$ cat src/rtl/mouse_decoder_pkg.sv
// Shared constants, byte0 field positions and packet FSM encoding for the PS/2 mouse front end.
package mouse_decoder_pkg;

    localparam int SCREEN_W_DEF    = 800;
    localparam int SCREEN_H_DEF    = 600;
    localparam int X_INIT_DEF      = 400;
    localparam int Y_INIT_DEF      = 300;
    localparam int TIMEOUT_CYC_DEF = 4000;

    localparam int PS2_FRAME_LEN = 11;

    localparam int B0_LEFT  = 0;
    localparam int B0_RIGHT = 1;
    localparam int B0_ALIGN = 3;
    localparam int B0_XSIGN = 4;
    localparam int B0_YSIGN = 5;
    localparam int B0_XOVF  = 6;
    localparam int B0_YOVF  = 7;

    typedef enum logic [1:0] {
        BYTE0 = 2'd0,
        BYTE1 = 2'd1,
        BYTE2 = 2'd2
    } pkt_state_t;

    // Saturate a 13-bit signed position into 0..limit-1.
    function automatic logic [11:0] clamp_axis(input logic signed [12:0] v, input int limit);
        logic signed [12:0] lim;
        lim = 13'(limit - 1);
        if (v[12])
            return 12'd0;
        else if (v > lim)
            return 12'(limit - 1);
        else
            return v[11:0];
    endfunction

endpackage

$ cat src/rtl/mouse_decoder_if.sv
// Pins and cursor outputs of the mouse decoder, plus the packet FSM state for observation.
interface mouse_decoder_if;
    import mouse_decoder_pkg::*;

    // Handshake: mouse_valid and rx_error are single-cycle strobes with no ready;
    // the consumer samples position/buttons whenever mouse_valid is high, otherwise they hold.
    logic        ps2_clk;
    logic        ps2_data;
    logic [11:0] mouse_xpos;
    logic [11:0] mouse_ypos;
    logic        mouse_left;
    logic        mouse_right;
    logic        mouse_valid;
    logic        rx_error;
    pkt_state_t  pkt_state;

    modport master (
        output ps2_clk, ps2_data,
        input  mouse_xpos, mouse_ypos, mouse_left, mouse_right, mouse_valid, rx_error, pkt_state
    );

    modport slave (
        input  ps2_clk, ps2_data,
        output mouse_xpos, mouse_ypos, mouse_left, mouse_right, mouse_valid, rx_error, pkt_state
    );

endinterface

$ cat src/rtl/mouse_decoder_ps2_rx_byte.sv
// PS/2 byte receiver: pin synchronisers, falling-edge strobe, 11-bit frame shift/check, idle timeout.
module ps2_rx_byte
    import mouse_decoder_pkg::*;
#(
    parameter int TIMEOUT_CYC = TIMEOUT_CYC_DEF
) (
    input  logic       pclk,
    input  logic       reset,
    input  logic       ps2_clk,
    input  logic       ps2_data,
    output logic       byte_done,
    output logic [7:0] rx_byte,
    output logic       rx_error,
    output logic       timeout
);

    localparam int TW = $clog2(TIMEOUT_CYC + 1);

    logic          clk_s1, clk_s2, clk_prev;
    logic          dat_s1, dat_s2;
    logic          fall, fall_data;
    logic [3:0]    bit_cnt;
    logic [8:0]    shreg;
    logic [TW-1:0] idle_cnt;

    always_ff @(posedge pclk or posedge reset) begin
        if (reset) begin
            clk_s1    <= 1'b1;
            clk_s2    <= 1'b1;
            clk_prev  <= 1'b1;
            dat_s1    <= 1'b1;
            dat_s2    <= 1'b1;
            fall      <= 1'b0;
            fall_data <= 1'b1;
            bit_cnt   <= 4'd0;
            shreg     <= 9'd0;
            idle_cnt  <= '0;
            byte_done <= 1'b0;
            rx_byte   <= 8'd0;
            rx_error  <= 1'b0;
            timeout   <= 1'b0;
        end else begin
            clk_s1    <= ps2_clk;
            clk_s2    <= clk_s1;
            clk_prev  <= clk_s2;
            dat_s1    <= ps2_data;
            dat_s2    <= dat_s1;
            fall      <= clk_prev & ~clk_s2;
            fall_data <= dat_s2;
            byte_done <= 1'b0;
            rx_error  <= 1'b0;
            timeout   <= 1'b0;
            // An edge always restarts the idle count, so it beats a same-cycle timeout.
            if (fall) begin
                idle_cnt <= '0;
                if (bit_cnt == 4'd0) begin
                    if (!fall_data)
                        bit_cnt <= 4'd1;
                end else if (bit_cnt == 4'(PS2_FRAME_LEN - 1)) begin
                    bit_cnt <= 4'd0;
                    if (fall_data && (^shreg)) begin
                        byte_done <= 1'b1;
                        rx_byte   <= shreg[7:0];
                    end else begin
                        rx_error <= 1'b1;
                    end
                end else begin
                    shreg   <= {fall_data, shreg[8:1]};
                    bit_cnt <= bit_cnt + 4'd1;
                end
            end else if (idle_cnt != TW'(TIMEOUT_CYC)) begin
                idle_cnt <= idle_cnt + 1'b1;
                if (idle_cnt == TW'(TIMEOUT_CYC - 1)) begin
                    timeout <= 1'b1;
                    bit_cnt <= 4'd0;
                end
            end
        end
    end

endmodule

$ cat src/rtl/mouse_decoder.sv
// PS/2 mouse front end: assembles 3-byte stream packets and integrates deltas into a clamped cursor.
module mouse_decoder
    import mouse_decoder_pkg::*;
#(
    parameter int SCREEN_W    = SCREEN_W_DEF,
    parameter int SCREEN_H    = SCREEN_H_DEF,
    parameter int X_INIT      = X_INIT_DEF,
    parameter int Y_INIT      = Y_INIT_DEF,
    parameter int TIMEOUT_CYC = TIMEOUT_CYC_DEF
) (
    input  logic            pclk,
    input  logic            reset,
    mouse_decoder_if.slave  bus
);

    logic       byte_done, rx_error, timeout;
    logic [7:0] rx_byte;

    ps2_rx_byte #(.TIMEOUT_CYC(TIMEOUT_CYC)) u_rx (
        .pclk      (pclk),
        .reset     (reset),
        .ps2_clk   (bus.ps2_clk),
        .ps2_data  (bus.ps2_data),
        .byte_done (byte_done),
        .rx_byte   (rx_byte),
        .rx_error  (rx_error),
        .timeout   (timeout)
    );

    pkt_state_t         state;
    logic               p_left, p_right, p_xsign, p_ysign, p_xovf, p_yovf;
    logic [7:0]         p_dx;
    logic               acc_valid, acc_left, acc_right;
    logic signed [12:0] nx, ny;
    logic signed [12:0] dx_ext, dy_ext;
    logic [11:0]        xpos, ypos;
    logic               left, right, valid;

    // byte2 is still on rx_byte when the sum is taken, so dy comes straight from it.
    assign dx_ext = p_xovf ? 13'sd0 : {{5{p_xsign}}, p_dx};
    assign dy_ext = p_yovf ? 13'sd0 : {{5{p_ysign}}, rx_byte};

    always_ff @(posedge pclk or posedge reset) begin
        if (reset) begin
            state     <= BYTE0;
            p_left    <= 1'b0;
            p_right   <= 1'b0;
            p_xsign   <= 1'b0;
            p_ysign   <= 1'b0;
            p_xovf    <= 1'b0;
            p_yovf    <= 1'b0;
            p_dx      <= 8'd0;
            acc_valid <= 1'b0;
            acc_left  <= 1'b0;
            acc_right <= 1'b0;
            nx        <= 13'sd0;
            ny        <= 13'sd0;
            xpos      <= 12'(X_INIT);
            ypos      <= 12'(Y_INIT);
            left      <= 1'b0;
            right     <= 1'b0;
            valid     <= 1'b0;
        end else begin
            acc_valid <= 1'b0;
            valid     <= 1'b0;
            if (rx_error || timeout) begin
                state <= BYTE0;
            end else if (byte_done) begin
                case (state)
                    BYTE0: if (rx_byte[B0_ALIGN]) begin
                        p_left  <= rx_byte[B0_LEFT];
                        p_right <= rx_byte[B0_RIGHT];
                        p_xsign <= rx_byte[B0_XSIGN];
                        p_ysign <= rx_byte[B0_YSIGN];
                        p_xovf  <= rx_byte[B0_XOVF];
                        p_yovf  <= rx_byte[B0_YOVF];
                        state   <= BYTE1;
                    end
                    BYTE1: begin
                        p_dx  <= rx_byte;
                        state <= BYTE2;
                    end
                    BYTE2: begin
                        // PS/2 y grows upward; the screen grows downward.
                        nx        <= $signed({1'b0, xpos}) + dx_ext;
                        ny        <= $signed({1'b0, ypos}) - dy_ext;
                        acc_left  <= p_left;
                        acc_right <= p_right;
                        acc_valid <= 1'b1;
                        state     <= BYTE0;
                    end
                    default: state <= BYTE0;
                endcase
            end
            if (acc_valid) begin
                xpos  <= clamp_axis(nx, SCREEN_W);
                ypos  <= clamp_axis(ny, SCREEN_H);
                left  <= acc_left;
                right <= acc_right;
                valid <= 1'b1;
            end
        end
    end

    assign bus.mouse_xpos  = xpos;
    assign bus.mouse_ypos  = ypos;
    assign bus.mouse_left  = left;
    assign bus.mouse_right = right;
    assign bus.mouse_valid = valid;
    assign bus.rx_error    = rx_error;
    assign bus.pkt_state   = state;

endmodule

$ cat src/flat_wrapper.sv
// flat-port wrapper written by rule: the top's interface ports become plain ports
module mouse_decoder_flat import mouse_decoder_pkg::*;
#(
    parameter int SCREEN_W    = SCREEN_W_DEF,
    parameter int SCREEN_H    = SCREEN_H_DEF,
    parameter int X_INIT      = X_INIT_DEF,
    parameter int Y_INIT      = Y_INIT_DEF,
    parameter int TIMEOUT_CYC = TIMEOUT_CYC_DEF
)
  (pclk, reset, bus_ps2_clk, bus_ps2_data, bus_mouse_xpos, bus_mouse_ypos, bus_mouse_left, bus_mouse_right, bus_mouse_valid, bus_rx_error, bus_pkt_state);
  mouse_decoder_if bus_i ();
  input  logic pclk;
  input  logic reset;
  input wire logic [$bits(bus_i.ps2_clk)-1:0] bus_ps2_clk;
  input wire logic [$bits(bus_i.ps2_data)-1:0] bus_ps2_data;
  output wire logic [$bits(bus_i.mouse_xpos)-1:0] bus_mouse_xpos;
  output wire logic [$bits(bus_i.mouse_ypos)-1:0] bus_mouse_ypos;
  output wire logic [$bits(bus_i.mouse_left)-1:0] bus_mouse_left;
  output wire logic [$bits(bus_i.mouse_right)-1:0] bus_mouse_right;
  output wire logic [$bits(bus_i.mouse_valid)-1:0] bus_mouse_valid;
  output wire logic [$bits(bus_i.rx_error)-1:0] bus_rx_error;
  output wire logic [$bits(bus_i.pkt_state)-1:0] bus_pkt_state;
  assign bus_i.ps2_clk = bus_ps2_clk;
  assign bus_i.ps2_data = bus_ps2_data;
  assign bus_mouse_xpos = bus_i.mouse_xpos;
  assign bus_mouse_ypos = bus_i.mouse_ypos;
  assign bus_mouse_left = bus_i.mouse_left;
  assign bus_mouse_right = bus_i.mouse_right;
  assign bus_mouse_valid = bus_i.mouse_valid;
  assign bus_rx_error = bus_i.rx_error;
  assign bus_pkt_state = bus_i.pkt_state;
  mouse_decoder #(.SCREEN_W(SCREEN_W), .SCREEN_H(SCREEN_H), .X_INIT(X_INIT), .Y_INIT(Y_INIT), .TIMEOUT_CYC(TIMEOUT_CYC)) u_core (.pclk(pclk), .reset(reset), .bus(bus_i));
endmodule
$ cat config.mk
export PLATFORM = sky130hd
export DESIGN_NAME = mouse_decoder_flat
export DESIGN_NICKNAME = d
export VERILOG_FILES = /design/src/rtl/mouse_decoder_pkg.sv /design/src/rtl/mouse_decoder_if.sv /design/src/rtl/mouse_decoder_ps2_rx_byte.sv /design/src/rtl/mouse_decoder.sv /design/src/flat_wrapper.sv
export SDC_FILE = /design/constraint.sdc
export NUM_CORES = 1
export LEC_CHECK = 0
export BUFFER_PORTS_ARGS = -buffer_cell sky130_fd_sc_hd__buf_4
export CAP_MARGIN = 15
export CORE_UTILIZATION = 40
export DETAILED_ROUTE_END_ITERATION = 7
export SLEW_MARGIN = 20
export SYNTH_ARGS = -nofsm -noshare
export SYNTH_HDL_FRONTEND = slang
export SYNTH_HIERARCHICAL = 1
export SYNTH_SLANG_ARGS = --single-unit
$ cat constraint.sdc
create_clock -name pclk -period 5 [get_ports pclk]
set_clock_uncertainty 0.05 [all_clocks]
set_input_delay 0.5 -clock pclk [delete_from_list [all_inputs] [get_ports pclk]]
set_output_delay 0.5 -clock pclk [all_outputs]
set_load 0.005 [all_outputs]
After elaboration in Yosys (flattened, before gate mapping)
Index checks and enable logic that the tools add are counted.
{"block": "totals", "in_bits": 4, "register_bits": 115}
{"block": "classes", "order_cmp": 2, "n_eq_ne": 7, "n_reduce_logical": 15, "bitwise": 5, "add_sub_neg": 4, "muxes": 33}
{"operator": "12-bit 2-to-1 mux", "n": 6}
{"operator": "13-bit by 11-bit > comparator with 1-bit output (second input constant)", "n": 2}
{"operator": "13-bit 2-to-1 mux", "n": 2}
{"operator": "4-bit 2-to-1 mux", "n": 6}
{"operator": "1-bit 2-to-1 mux", "n": 15}
{"operator": "13-bit adder", "n": 1}
{"operator": "13-bit subtractor", "n": 1}
{"operator": "12-bit by 1-bit adder with 12-bit output (second input constant)", "n": 1}
{"operator": "12-bit == test (second input constant)", "n": 1}
{"operator": "12-bit != test (second input constant)", "n": 1}
{"operator": "3-bit AND reduction", "n": 4}
{"operator": "9-bit XOR reduction", "n": 1}
{"operator": "4-bit AND reduction", "n": 2}
{"operator": "2-bit 2-to-1 mux", "n": 3}
{"operator": "2-bit nonzero test", "n": 3}
{"operator": "4-bit by 1-bit adder with 4-bit output (second input constant)", "n": 1}
{"operator": "4-bit == test (second input constant)", "n": 1}
{"operator": "4-bit logical NOT", "n": 1}
{"operator": "1-bit inverter", "n": 4}
{"operator": "2-bit one-hot mux with 2 select lines", "n": 1}
{"operator": "3-bit by 2-bit != test with 1-bit output (second input constant)", "n": 1}
{"operator": "3-bit != test (second input constant)", "n": 1}
{"operator": "2-bit by 1-bit == test with 1-bit output (second input constant)", "n": 1}
{"operator": "2-bit == test (second input constant)", "n": 1}
{"operator": "5 further kinds", "n": 5}

Depth between registers and ports, before layout
{"block": "logic_depth", "ltp_word": 6, "depth_mapped": 9}

By module
Netlist, hierarchy kept.
{"module": "mouse_decoder", "area_each_um2": 4000.1, "cells_per_inst": 410, "n_inst": 1}
{"module": "ps2_rx_byte", "area_each_um2": 1926.8, "cells_per_inst": 156, "n_inst": 1}

Worst setup path after synthesis
OpenSTA, ideal clock, no wires.
{"block": "synth_timing", "kind": "register to register", "from": "register u_core.p_xovf", "to": "register u_core.nx[10]", "arrival_ns": 2.086, "required_ns": 4.818, "setup_slack_ns": 2.731, "period_less_slack_ns": 2.269, "setup_ns": 0.132, "stages_incl_launch_ff": 10, "path_buffers": 0, "cell_sequence": "dfrtp_1 nor2b_1 ha_1 fa_1 a21o_1 a21oi_1 o21ai_1 mux2i_1 xor2_1 o21ai_1"}
{"block": "synth_between", "elab_chain_cells": 2}
{"item": "from (decl)", "line": "mouse_decoder.sv:31", "text": "logic p_left, p_right, p_xsign, p_ysign, p_xovf, p_yovf;"}
{"item": "from (signal assigned)", "line": "mouse_decoder.sv:75", "text": "p_xovf <= rx_byte[B0_XOVF];"}
{"item": "13-bit 2-to-1 mux", "line": "mouse_decoder.sv:40", "text": "assign dx_ext = p_xovf ? 13'sd0 : {{5{p_xsign}}, p_dx};"}
{"item": "13-bit adder", "line": "mouse_decoder.sv:85", "text": "nx <= $signed({1'b0, xpos}) + dx_ext;"}
{"item": "to (signal assigned)", "line": "mouse_decoder.sv:85"}
{"item": "to (decl)", "line": "mouse_decoder.sv:34", "text": "logic signed [12:0] nx, ny;"}
Every way passes these cells.
A chain may end at the register's enable or synchronous reset.

Worst setup path after layout
Ends and elaborated chain as after synthesis.

==> reports/results.ini <==
[placement]
dp_hpwl_um=8442
gp_congestion=0.8559
placed_area_um2=6365
port_buffers=33

[floorplanning]
die-area_um2=15310
rows=44
start_util=0.4094
die-height_um=123.7
core_area_um2=14480
ios=34
die_w_um=123.7

[synthesis]
ys_async_sr_fraction=1.000
synth_top_cell_area_share=0.4307
yosysSeqAreaShare=0.4883
syn_nets=597
synth_area_leaders=dfrtp_1, mux2_2, dfstp_2
synth_ff_type=dfrtp_1
synth_area_um2=5927
synth_cell_types=64
synth_top_area_cell=dfrtp_1
synth_area_per_cell_um2=10.47
syn_inst=566
synth-edff-count=0
synth-seq-cells=115
yosys_warnings=6

[global_routing]
grt.total_usage=0.1753
antenna_found_initial=0
grt_max_degree=66
grt_remaining_overflow=0
grt_pass1_vias=4154
grt_pass1_wl_um=20140

[power_and_ir_drop]
vdd.ir_drop.worst_mv=0.2933
p_int_w=0.001859
p_comb_frac=0.111
clkPwrFrac=0.468
leakage_nw=3.338
p_switching_w=0.0006155
p_per_area_nw_per_um2=356.5
swShare=0.2487
seqPwrFrac=0.421

[timing]
setup_tns_ns=0
period_needed_ns=2.472
max_freq_mhz=404.5
drv_slew=0
slew_headroom=0.4130
hold_viol_final=0
fin_hold_ws_ns=0.1404
final-setup-viol-count=0
grt_setup_unrepaired=no
min_period_over_period=0.4945
tightest_slew_ns=0.8759

[layout]
diodes=0
nets=634
stdcell_area_um2=6943
multi_input_area_um2=2805
drive_gt1_frac=0.2289
layout.area.seq_um2=2894
area_delta_synth_final_pct=17.14
nFillCells=1309

[worst_setup_path]
critPathMaxStageDelay_ns=0.49
critPathCaptureType=flop
worst_setup_path_start_kind=flop
cp_data_required_time_ns=5.24
slowest_stage=dfrtp_1
crit_arrival_ns=2.71
cpMostUsedCell=o21ai_1
path_class=reg -> reg
crit_fanout=10
worstPathCellList=nor2b_1 -> ha_1 -> fa_1 -> a21o_1 -> a21oi_1 -> o21ai_1 -> mux2i_1 -> xor2_1 -> o21ai_1

[outcome]
status=complete, no violations

[drt]
dr.first_iter.drc_count=295
wl_per_cell_um=15.10
first_pass_iters=4
drc=0
vias=4198
wl_um=12080
avgViaCountPerCell=5.248
final_antenna_net_count=0

[cts]
cts_setup_buffers=0
clock-sinks=115
cts_tree=done
clk_path_buf_depth=2
clock_latency_ns=0.41
clk_pin_slew_ns=0.05
clockRootBuffer=clkbuf_16
h-tree-depth=4
numCtsBuffers=17

[hold_path]
hold_class=in -> reg

[run]
max_cap_viol_count=0

state kept, by name, indices dropped and copies added, names as in the netlist, 2 cells and up:
register,count
u_core/bus.pkt_state,2
u_core/u_rx/shreg,9
u_core/u_rx/rx_byte,8
u_core/ny,13
u_core/u_rx/bit_cnt,4
u_core/p_dx,8
u_core/bus.mouse_ypos,12
u_core/bus.mouse_xpos,12
u_core/nx,13
u_core/u_rx/idle_cnt,12
routing by layer:
metal | GRT usage | share of wire | vias up
met5 | 0 | 0 | -
met4 | 0.07380 | 0.017 | 0
met3 | 0.04899 | 0.039 | 17
met2 | 0.2924 | 0.49 | 71
met1 | 0.2119 | 0.45 | 2055
li1 | - | - | 2055
final cells by class:
cell class                 instances  area share
clock inverter                    14     0.02000
multi-input combinational        391      0.4040
clock buffer                      18     0.06181
sequential                       115      0.4168
inverter                          38     0.02054
timing repair buffer              40     0.04361
tap                              184     0.03316
power by group through the flow:
| stage | sequential (W) | combinational, W | clock (W) |
|---|---|---|---|
| floorplan | 0.00104 | 0.000238 | 0 |
| finish | 0.00104 | 0.000275 | 0.00116 |
| global placement | 0.00105 | 0.000264 | 0 |
| global route | 0.00105 | 0.000308 | 0.00123 |
| detailed placement | 0.00106 | 0.000278 | 0 |
| CTS | 0.00104 | 0.000280 | 0.00119 |
critical path: cells and delay by family, from the launching register on:
kind | cells | cell delay (ns)
adder cells (fa/ha/maj) | 2 | 0.62
flip-flops | 1 | 0.49
AO/OA/AOI/OAI | 4 | 0.74
multiplexers | 1 | 0.22
AND/OR/NAND/NOR | 1 | 0.09
XOR/XNOR | 1 | 0.16
path summary, 6_finish.rpt:
kind	slack, ns	cells after the start	startpoint	to
max	2.53	9	u_core/p_xovf	u_core/nx[10]
min	0.14	1	bus_ps2_data	u_core/u_rx/dat_s1
max reg2reg	2.53	9	u_core/p_xovf	u_core/nx[10]
min reg2reg	0.31	0	u_core/u_rx/clk_s1	u_core/u_rx/clk_s2
max in group asynchronous	3.35	4	reset	u_core/bus.mouse_xpos[11]
min in group asynchronous	0.50	3	reset	u_core/bus.mouse_ypos[1]
cells by family after synthesis:
logic type | share of synthesized area
buffers and inverters | 0.03842
XOR/XNOR | 0.04855
flip-flops | 0.4883
multiplexers | 0.09943
adder cells (fa/ha/maj) | 0.05953
AO/OA/AOI/OAI | 0.1102
AND/OR/NAND/NOR | 0.1556
per-stage QoR:
stage,cells,worst slack (ns),total power (W),util
final,800,2.528,0.002475,0.4795
after global routing,800,2.259,0.002593,0.4795
after CTS,800,2.526,0.002509,0.4795
after detailed placement,767,2.557,0.001335,0.4396
after global placement,767,2.578,0.001319,0.4396
after floorplan,566,2.637,0.001277,-
timing repair:
action,CTS,global route
gates resized for setup,0,0
hold endpoints to repair,6,0
hold buffers,1,0
synth_stat cells (6+ instances only):
cell type    n
dfstp_2     13
a21o_1       6
mux2i_1      6
nor2_1      27
mux2_2      44
o22ai_1      9
nand3_1     11
nand2_1     54
a21oi_1     31
dfrtp_1    102
nor3_1      16
inv_1       37
o21ai_1     21
clkbuf_1    16
nand4_1      8
nand2b_1    15
o21ai_0      8
xnor2_1     15
ha_1        25
nor2b_1     17
xor2_1      12
cell usage in the layout, fill, tap and decap left out, types with 3 or more instances in the layout:
cell type     n
o21ai_1      21
inv_1        36
o21bai_1      3
clkinvlp_4    6
clkinv_2      5
nand4b_1      5
dfstp_2      13
o21a_1        3
o22ai_1       9
a21oi_1      31
a21o_1        6
buf_4        39
nand2b_1     15
nand2_1      54
dfrtp_1     102
nand3b_1      4
o21ai_0       8
mux2_2       44
xnor2_1      15
o31ai_1       5
nor3_1       16
mux2i_1       6
ha_1         25
and3_1        4
clkbuf_16    17
nand3_1      11
xor2_1       12
nor2b_1      17
or3_1         3
nand4_1       8
nor2_1       27
Note: power is estimated with default switching activity, not from simulation.
